<file path="config.mk">
export PLATFORM = sky130hd
export DESIGN_NAME = pad_share_arbiter
export DESIGN_NICKNAME = d
export VERILOG_FILES = /design/src/rtl/pad_share_arbiter.sv
export SDC_FILE = /design/constraint.sdc
export NUM_CORES = 1
export LEC_CHECK = 0
export CAP_MARGIN = 0
export CORE_MARGIN = 2
export CORE_UTILIZATION = 37
export DETAILED_ROUTE_END_ITERATION = 10
export PLACE_DENSITY = 0.8
export SYNTH_ARGS = -nofsm -noshare
export SYNTH_HDL_FRONTEND = slang
export SYNTH_SLANG_ARGS = --single-unit
</file>
<file path="constraint.sdc">
create_clock -name wb_clk_i -period 3 [get_ports wb_clk_i]
set_input_delay 0.6 -clock wb_clk_i [delete_from_list [all_inputs] [get_ports wb_clk_i]]
set_output_delay 0.6 -clock wb_clk_i [all_outputs]
set_load 0.01 [all_outputs]
</file>
<file path="src/rtl/pad_share_arbiter.sv">
// pad_share_arbiter: round-robin, break-before-make ownership of a shared pad group, Wishbone configured.
// Define PAD_ARB_TIMEOUT_EN to build the hold timeout (TIMEOUT register, counter, TO_STICKY, timeout_irq_o).
module pad_share_arbiter #(
  parameter int unsigned N_REQ     = 4,
  parameter int unsigned TIMEOUT_W = 16,
  parameter logic [31:0] BASE_ADDR = 32'h3000_0000
) (
  input  logic             wb_clk_i,
  input  logic             wb_rst_i,
  input  logic             wbs_stb_i,
  input  logic             wbs_cyc_i,
  input  logic             wbs_we_i,
  input  logic [3:0]       wbs_sel_i,
  input  logic [31:0]      wbs_dat_i,
  input  logic [31:0]      wbs_adr_i,
  output logic             wbs_ack_o,
  output logic [31:0]      wbs_dat_o,
  input  logic [N_REQ-1:0] req_i,
  output logic [N_REQ-1:0] gnt_o,
  output logic             busy_o,
  output logic             timeout_irq_o
);

  typedef enum logic [1:0] {IDLE, GRANT, RECOVER} state_t;

  localparam logic [1:0] REG_CTRL    = 2'd0;
  localparam logic [1:0] REG_MASK    = 2'd1;
  localparam logic [1:0] REG_TIMEOUT = 2'd2;
  localparam logic [1:0] REG_STATUS  = 2'd3;

  state_t               state, state_nxt;
  logic                 ctrl_en, ctrl_force;
  logic [2:0]           force_idx;
  logic [N_REQ-1:0]     mask;
  logic [2:0]           rr_ptr, owner, grant_idx, pick_idx;
  logic                 forced, force_ok, pick_valid, exit_grant;
  logic [N_REQ-1:0]     gnt_nxt;
  logic [TIMEOUT_W-1:0] timeout_q;
  logic                 to_sticky, timeout_hit;
  logic [7:0]           req8, mask8, elig8;
  logic [3:0]           cand;
  logic                 wb_hit, addr_match, reg_wr;
  logic [1:0]           reg_sel;
  logic [31:0]          rd_data;
  logic                 unused_bits;

  assign unused_bits = &{1'b0, wbs_adr_i[1:0], wbs_dat_i, wbs_sel_i};

  // Wishbone: single-cycle ack; out-of-window addresses ack with zero data and no side effects.
  assign wb_hit     = wbs_stb_i & wbs_cyc_i & ~wbs_ack_o;
  assign addr_match = (wbs_adr_i[31:4] == BASE_ADDR[31:4]);
  assign reg_sel    = wbs_adr_i[3:2];
  assign reg_wr     = wb_hit & wbs_we_i & addr_match;

  // NOTE: every always_ff uses non-blocking assignments so all registers update from pre-edge values.
  always_ff @(posedge wb_clk_i) begin
    if (wb_rst_i) begin
      wbs_ack_o <= 1'b0;
      wbs_dat_o <= '0;
    end else begin
      wbs_ack_o <= wb_hit;
      wbs_dat_o <= (wb_hit && !wbs_we_i && addr_match) ? rd_data : '0;
    end
  end

  always_comb begin
    rd_data = '0;
    case (reg_sel)
      REG_CTRL:    rd_data = {21'b0, force_idx, 6'b0, ctrl_force, ctrl_en};
      REG_MASK:    rd_data = 32'(mask);
      REG_TIMEOUT: rd_data = 32'(timeout_q);
      REG_STATUS:  rd_data = {15'b0, to_sticky, 7'b0, busy_o, 8'(gnt_o)};
    endcase
  end

  always_ff @(posedge wb_clk_i) begin
    if (wb_rst_i) begin
      ctrl_en    <= 1'b0;
      ctrl_force <= 1'b0;
      force_idx  <= '0;
      mask       <= '1;
    end else if (reg_wr) begin
      if (reg_sel == REG_CTRL) begin
        if (wbs_sel_i[0]) begin
          ctrl_en    <= wbs_dat_i[0];
          ctrl_force <= wbs_dat_i[1];
        end
        if (wbs_sel_i[1]) force_idx <= wbs_dat_i[10:8];
      end
      if (reg_sel == REG_MASK && wbs_sel_i[0]) mask <= wbs_dat_i[N_REQ-1:0];
    end
  end

`ifdef PAD_ARB_TIMEOUT_EN
  logic [TIMEOUT_W-1:0] hold_cnt;
  logic [31:0]          timeout_wr;

  always_comb begin
    timeout_wr = 32'(timeout_q);
    for (int b = 0; b < 4; b++)
      if (wbs_sel_i[b]) timeout_wr[8*b +: 8] = wbs_dat_i[8*b +: 8];
  end

  assign timeout_hit = (state == GRANT) && !forced && (timeout_q != '0) &&
                       (hold_cnt == timeout_q - TIMEOUT_W'(1));

  // A timeout landing on the same edge as a W1C keeps the sticky bit set.
  always_ff @(posedge wb_clk_i) begin
    if (wb_rst_i) begin
      timeout_q     <= '0;
      hold_cnt      <= '0;
      to_sticky     <= 1'b0;
      timeout_irq_o <= 1'b0;
    end else begin
      if (reg_wr && reg_sel == REG_TIMEOUT) timeout_q <= timeout_wr[TIMEOUT_W-1:0];
      hold_cnt      <= (state == GRANT) ? hold_cnt + TIMEOUT_W'(1) : '0;
      timeout_irq_o <= timeout_hit;
      if (timeout_hit)
        to_sticky <= 1'b1;
      else if (reg_wr && reg_sel == REG_STATUS && wbs_sel_i[2] && wbs_dat_i[16])
        to_sticky <= 1'b0;
    end
  end
`else
  assign timeout_q     = '0;
  assign to_sticky     = 1'b0;
  assign timeout_hit   = 1'b0;
  assign timeout_irq_o = 1'b0;
`endif

  assign req8     = 8'(req_i);
  assign mask8    = 8'(mask);
  assign elig8    = req8 & mask8;
  assign force_ok = 32'(force_idx) < N_REQ;

  // Scan downwards so the last hit, the first eligible index at/after rr_ptr, wins.
  // NOTE: every always_comb output gets a default first so no path leaves it unassigned (no latch).
  always_comb begin
    pick_valid = 1'b0;
    pick_idx   = '0;
    cand       = '0;
    for (int i = N_REQ - 1; i >= 0; i--) begin
      cand = {1'b0, rr_ptr} + 4'(i);
      if (cand >= 4'(N_REQ)) cand = cand - 4'(N_REQ);
      if (elig8[cand[2:0]]) begin
        pick_valid = 1'b1;
        pick_idx   = cand[2:0];
      end
    end
  end

  always_comb begin
    if (forced)
      exit_grant = !ctrl_force || (force_idx != owner);
    else
      exit_grant = !req8[owner] || !mask8[owner] || !ctrl_en ||
                   (ctrl_force && (force_idx != owner)) || timeout_hit;
  end

  always_ff @(posedge wb_clk_i) begin
    if (wb_rst_i) state <= IDLE;
    else          state <= state_nxt;
  end

  always_comb begin
    state_nxt = state;
    case (state)
      IDLE:    if (ctrl_force ? force_ok : (ctrl_en && pick_valid)) state_nxt = GRANT;
      GRANT:   if (exit_grant) state_nxt = RECOVER;
      RECOVER: state_nxt = IDLE;
      default: state_nxt = IDLE;
    endcase
  end

  always_comb begin
    grant_idx = ctrl_force ? force_idx : pick_idx;
    gnt_nxt   = gnt_o;
    if (state_nxt != GRANT) gnt_nxt = '0;
    else if (state == IDLE) gnt_nxt = N_REQ'(8'd1 << grant_idx);
  end

  // Forced ownership never moves the round-robin pointer.
  always_ff @(posedge wb_clk_i) begin
    if (wb_rst_i) begin
      gnt_o  <= '0;
      busy_o <= 1'b0;
      owner  <= '0;
      forced <= 1'b0;
      rr_ptr <= '0;
    end else begin
      gnt_o  <= gnt_nxt;
      busy_o <= |gnt_nxt;
      if (state == IDLE && state_nxt == GRANT) begin
        owner  <= grant_idx;
        forced <= ctrl_force;
      end
      if (state == GRANT && state_nxt == RECOVER && !forced)
        rr_ptr <= (owner == 3'(N_REQ - 1)) ? '0 : owner + 3'd1;
    end
  end

endmodule

</file>
==> run metrics <==
Inserted Diodes 0; most common cell after layout, fill and taps aside clkdlybuf4s50_1; post-route antenna net violation count 0; Seq/Total Area, Yosys 0.325; Initial Util 0.379; P per Cell Area between 300 and 400 nW/um^2; Port Buf Inserts 60; R2R setup slack about 540 ps; hold slack just under 500 ps; largest cells by area after synthesis dfxtp_1 32%, buf_4 10%, nor2_1 6.1%, mux2i_1 5.8%, nand3_1 3.1%; Area growth, synth to finish 38.3%; Placed Area 2530 sq um; clk buf depth 2; fillcell total a little under 500; Worst-path clk slew ~70 ps; root buffer cell clkbuf_8; status finished, final reports clean; post-synth top area share 0.325; post-CTS setup buffer count 0; die area 5760 sq um; fmax ~380 MHz; Syn Inst Count 232; Worst EP arrival between 2000 and 3000 ps; setup tns final 0 ps; TritonRoute pass-1 iters 4; DR vias 1826; grt ovf 0; initial antenna violation count 0; Final Net Count ~380; Tot GR Track Use 0.176; critical path capture point type flop; ys flop type dfxtp_1; LEAKAGE roughly 0.0011 uW; clock skew 5.47 ps; CP max FO 5; Post-CTS Resized 0; share of layout cells above drive strength 1 0.0733; endpoints failing hold 0; Post-Syn Area approximately 1900 sq um; # DRC 0; number of synthesized flops with an enable pin 0; WP data required approximately 3200 ps; CTS sink cnt 31; GPL Wtd Cong roughly 0.93; flops & latches, synth 31; mean post-synth cell area approximately 8.2 sq um; fin area between 2000 and 3000 sq um; first-pass GRT wire length 7640 um; cell family with most CP delay simple AND/OR/NAND/NOR gates; Tcrit/Tclk final 0.874; synth warn 0; Worst Path Buf+Inv 1; commonest cells after routing, fill and taps aside 60 x clkdlybuf4s50_1, 31 x nor2_1, 31 x dfxtp_1; ys async rst share 0; final setup vio count 0; total CTS buffers 5; CP Launch Type input port; Avg Vias per Cell slightly below 5; H-tree depth 2; max-cap viol count 0; Core Area slightly above 5000 sq um; area leader, netlist dfxtp_1; CTS tree yes; Hold-fix buffers, CTS 0; number of global-route vias before repair around 1700; RSZ-0062 raised after global routing false; worst ir drop on vdd 0.196 mV; slowest stage delay, CP roughly 460 ps; CP Class in -> reg; hpwl dp between 3000 and 4000 um; row count 26; largest net degree at the start of global routing 19; wire per inst approximately 13 um; Routed WL ~4800 um; CP max-delay cell mux4_2; Die Span Y approximately 76 um; drt first-iter violations 89; fin crit period between 2000 and 3000 ps; Die Wd between 70 and 80 um; Final Max Slew Viols 0; clk_lat worst skew around 280 ps; unique cell type count in the Yosys netlist 52; HP Class reg -> reg; worst path cell trace clkdlybuf4s50_1, and2_1, mux4_2, nand2_1, o21ai_1, a221o_1, or3b_1, a21oi_2; I/O pin count 116
## worst paths after layout
kind	cells past startpoint	endpoint	start
worst min register to register	2	wbs_dat_o[8]$_SDFF_PP0_	busy_o$_SDFF_PP0_
worst min-delay path	2	wbs_dat_o[8]$_SDFF_PP0_	busy_o$_SDFF_PP0_
worst max register to register	9	gnt_o[2]$_SDFF_PP0_	rr_ptr[1]$_SDFFE_PP0P_
worst max-delay path	8	gnt_o[2]$_SDFF_PP0_	req_i[3]
## registers in the layout, summed over array words and instances (netlist names)
signal and cells:
busy_o 1, wbs_ack_o 1, owner 3, gnt_o 4, ctrl_en 1, forced 1
ctrl_force 1, state 2, wbs_dat_o 7, force_idx 3, rr_ptr 3, mask 4
## per-layer routing
metal  track usage  routed length, um
met1         0.223               2140
met4        0.0468                 36
met2         0.298               2370
met5             0                  0
met3        0.0437                272
## power breakdown
part           switching [uW]  internal, uW  leakage [uW]
clock network             156           269     0.0000612
registers               0.433           412      0.000250
logic                    51.7          74.3      0.000779
total                     208           755       0.00109
## kinds of logic after synthesis
kind of cell             after synthesis  synth area share
AND/OR/NAND/NOR                       90             0.242
AO/OA/AOI/OAI                         46             0.166
buffers and inverters                 43             0.137
flip-flops                            31             0.325
multiplexers                          15            0.0949
adder cells (fa/ha/maj)                3            0.0196
XOR/XNOR                               3            0.0137
other                                  1           0.00196
## synthesized netlist by cell type (all sizes together) (2+ instances only)
master,number
inv,11
a211oi,2
mux4,2
a221o,2
or3b,2
nor3,3
a211o,5
mux2i,11
clkbuf,4
buf,28
and3,6
nor2b,2
dfxtp,31
nand3b,2
ha,3
nor2,31
o21ai,10
mux2,2
and2,4
nand2b,2
xnor2,3
nand3,12
nor4,6
nand2,12
a21oi,12
a22oi,4
## worst register-to-register path: stages, from the launching register on
cell	delay, ps
dfxtp_1	320
inv_1	80
ha_1	370
and4b_1	210
a22oi_1	250
o21ai_0	150
a221oi_1	290
a21o_1	210
or3b_1	400
a21oi_2	120
## per-stage QoR
step           utilization  setup WS (ps)  instances  total power (uW)
2_1_floorplan            -            497        257               497
3_3_place_gp         0.501            140        362               544
3_5_place_dp         0.501            134        362               545
4_1_cts              0.524            391        370               970
5_1_grt              0.524            266        370               998
6_report             0.524            378        370               963
## area by class of cell
type | instances | area [sq um] | area share
timing repair buffer | 67 | 653 | 0.247
clock inverter | 2 | 35.0 | 0.0133
sequential | 31 | 621 | 0.235
multi-input combinational | 183 | 1120 | 0.425
clock buffer | 6 | 82.6 | 0.0312
tap | 70 | 87.6 | 0.0331
inverter | 11 | 41.3 | 0.0156
No activity file was read; power rests on OpenSTA's default activity.
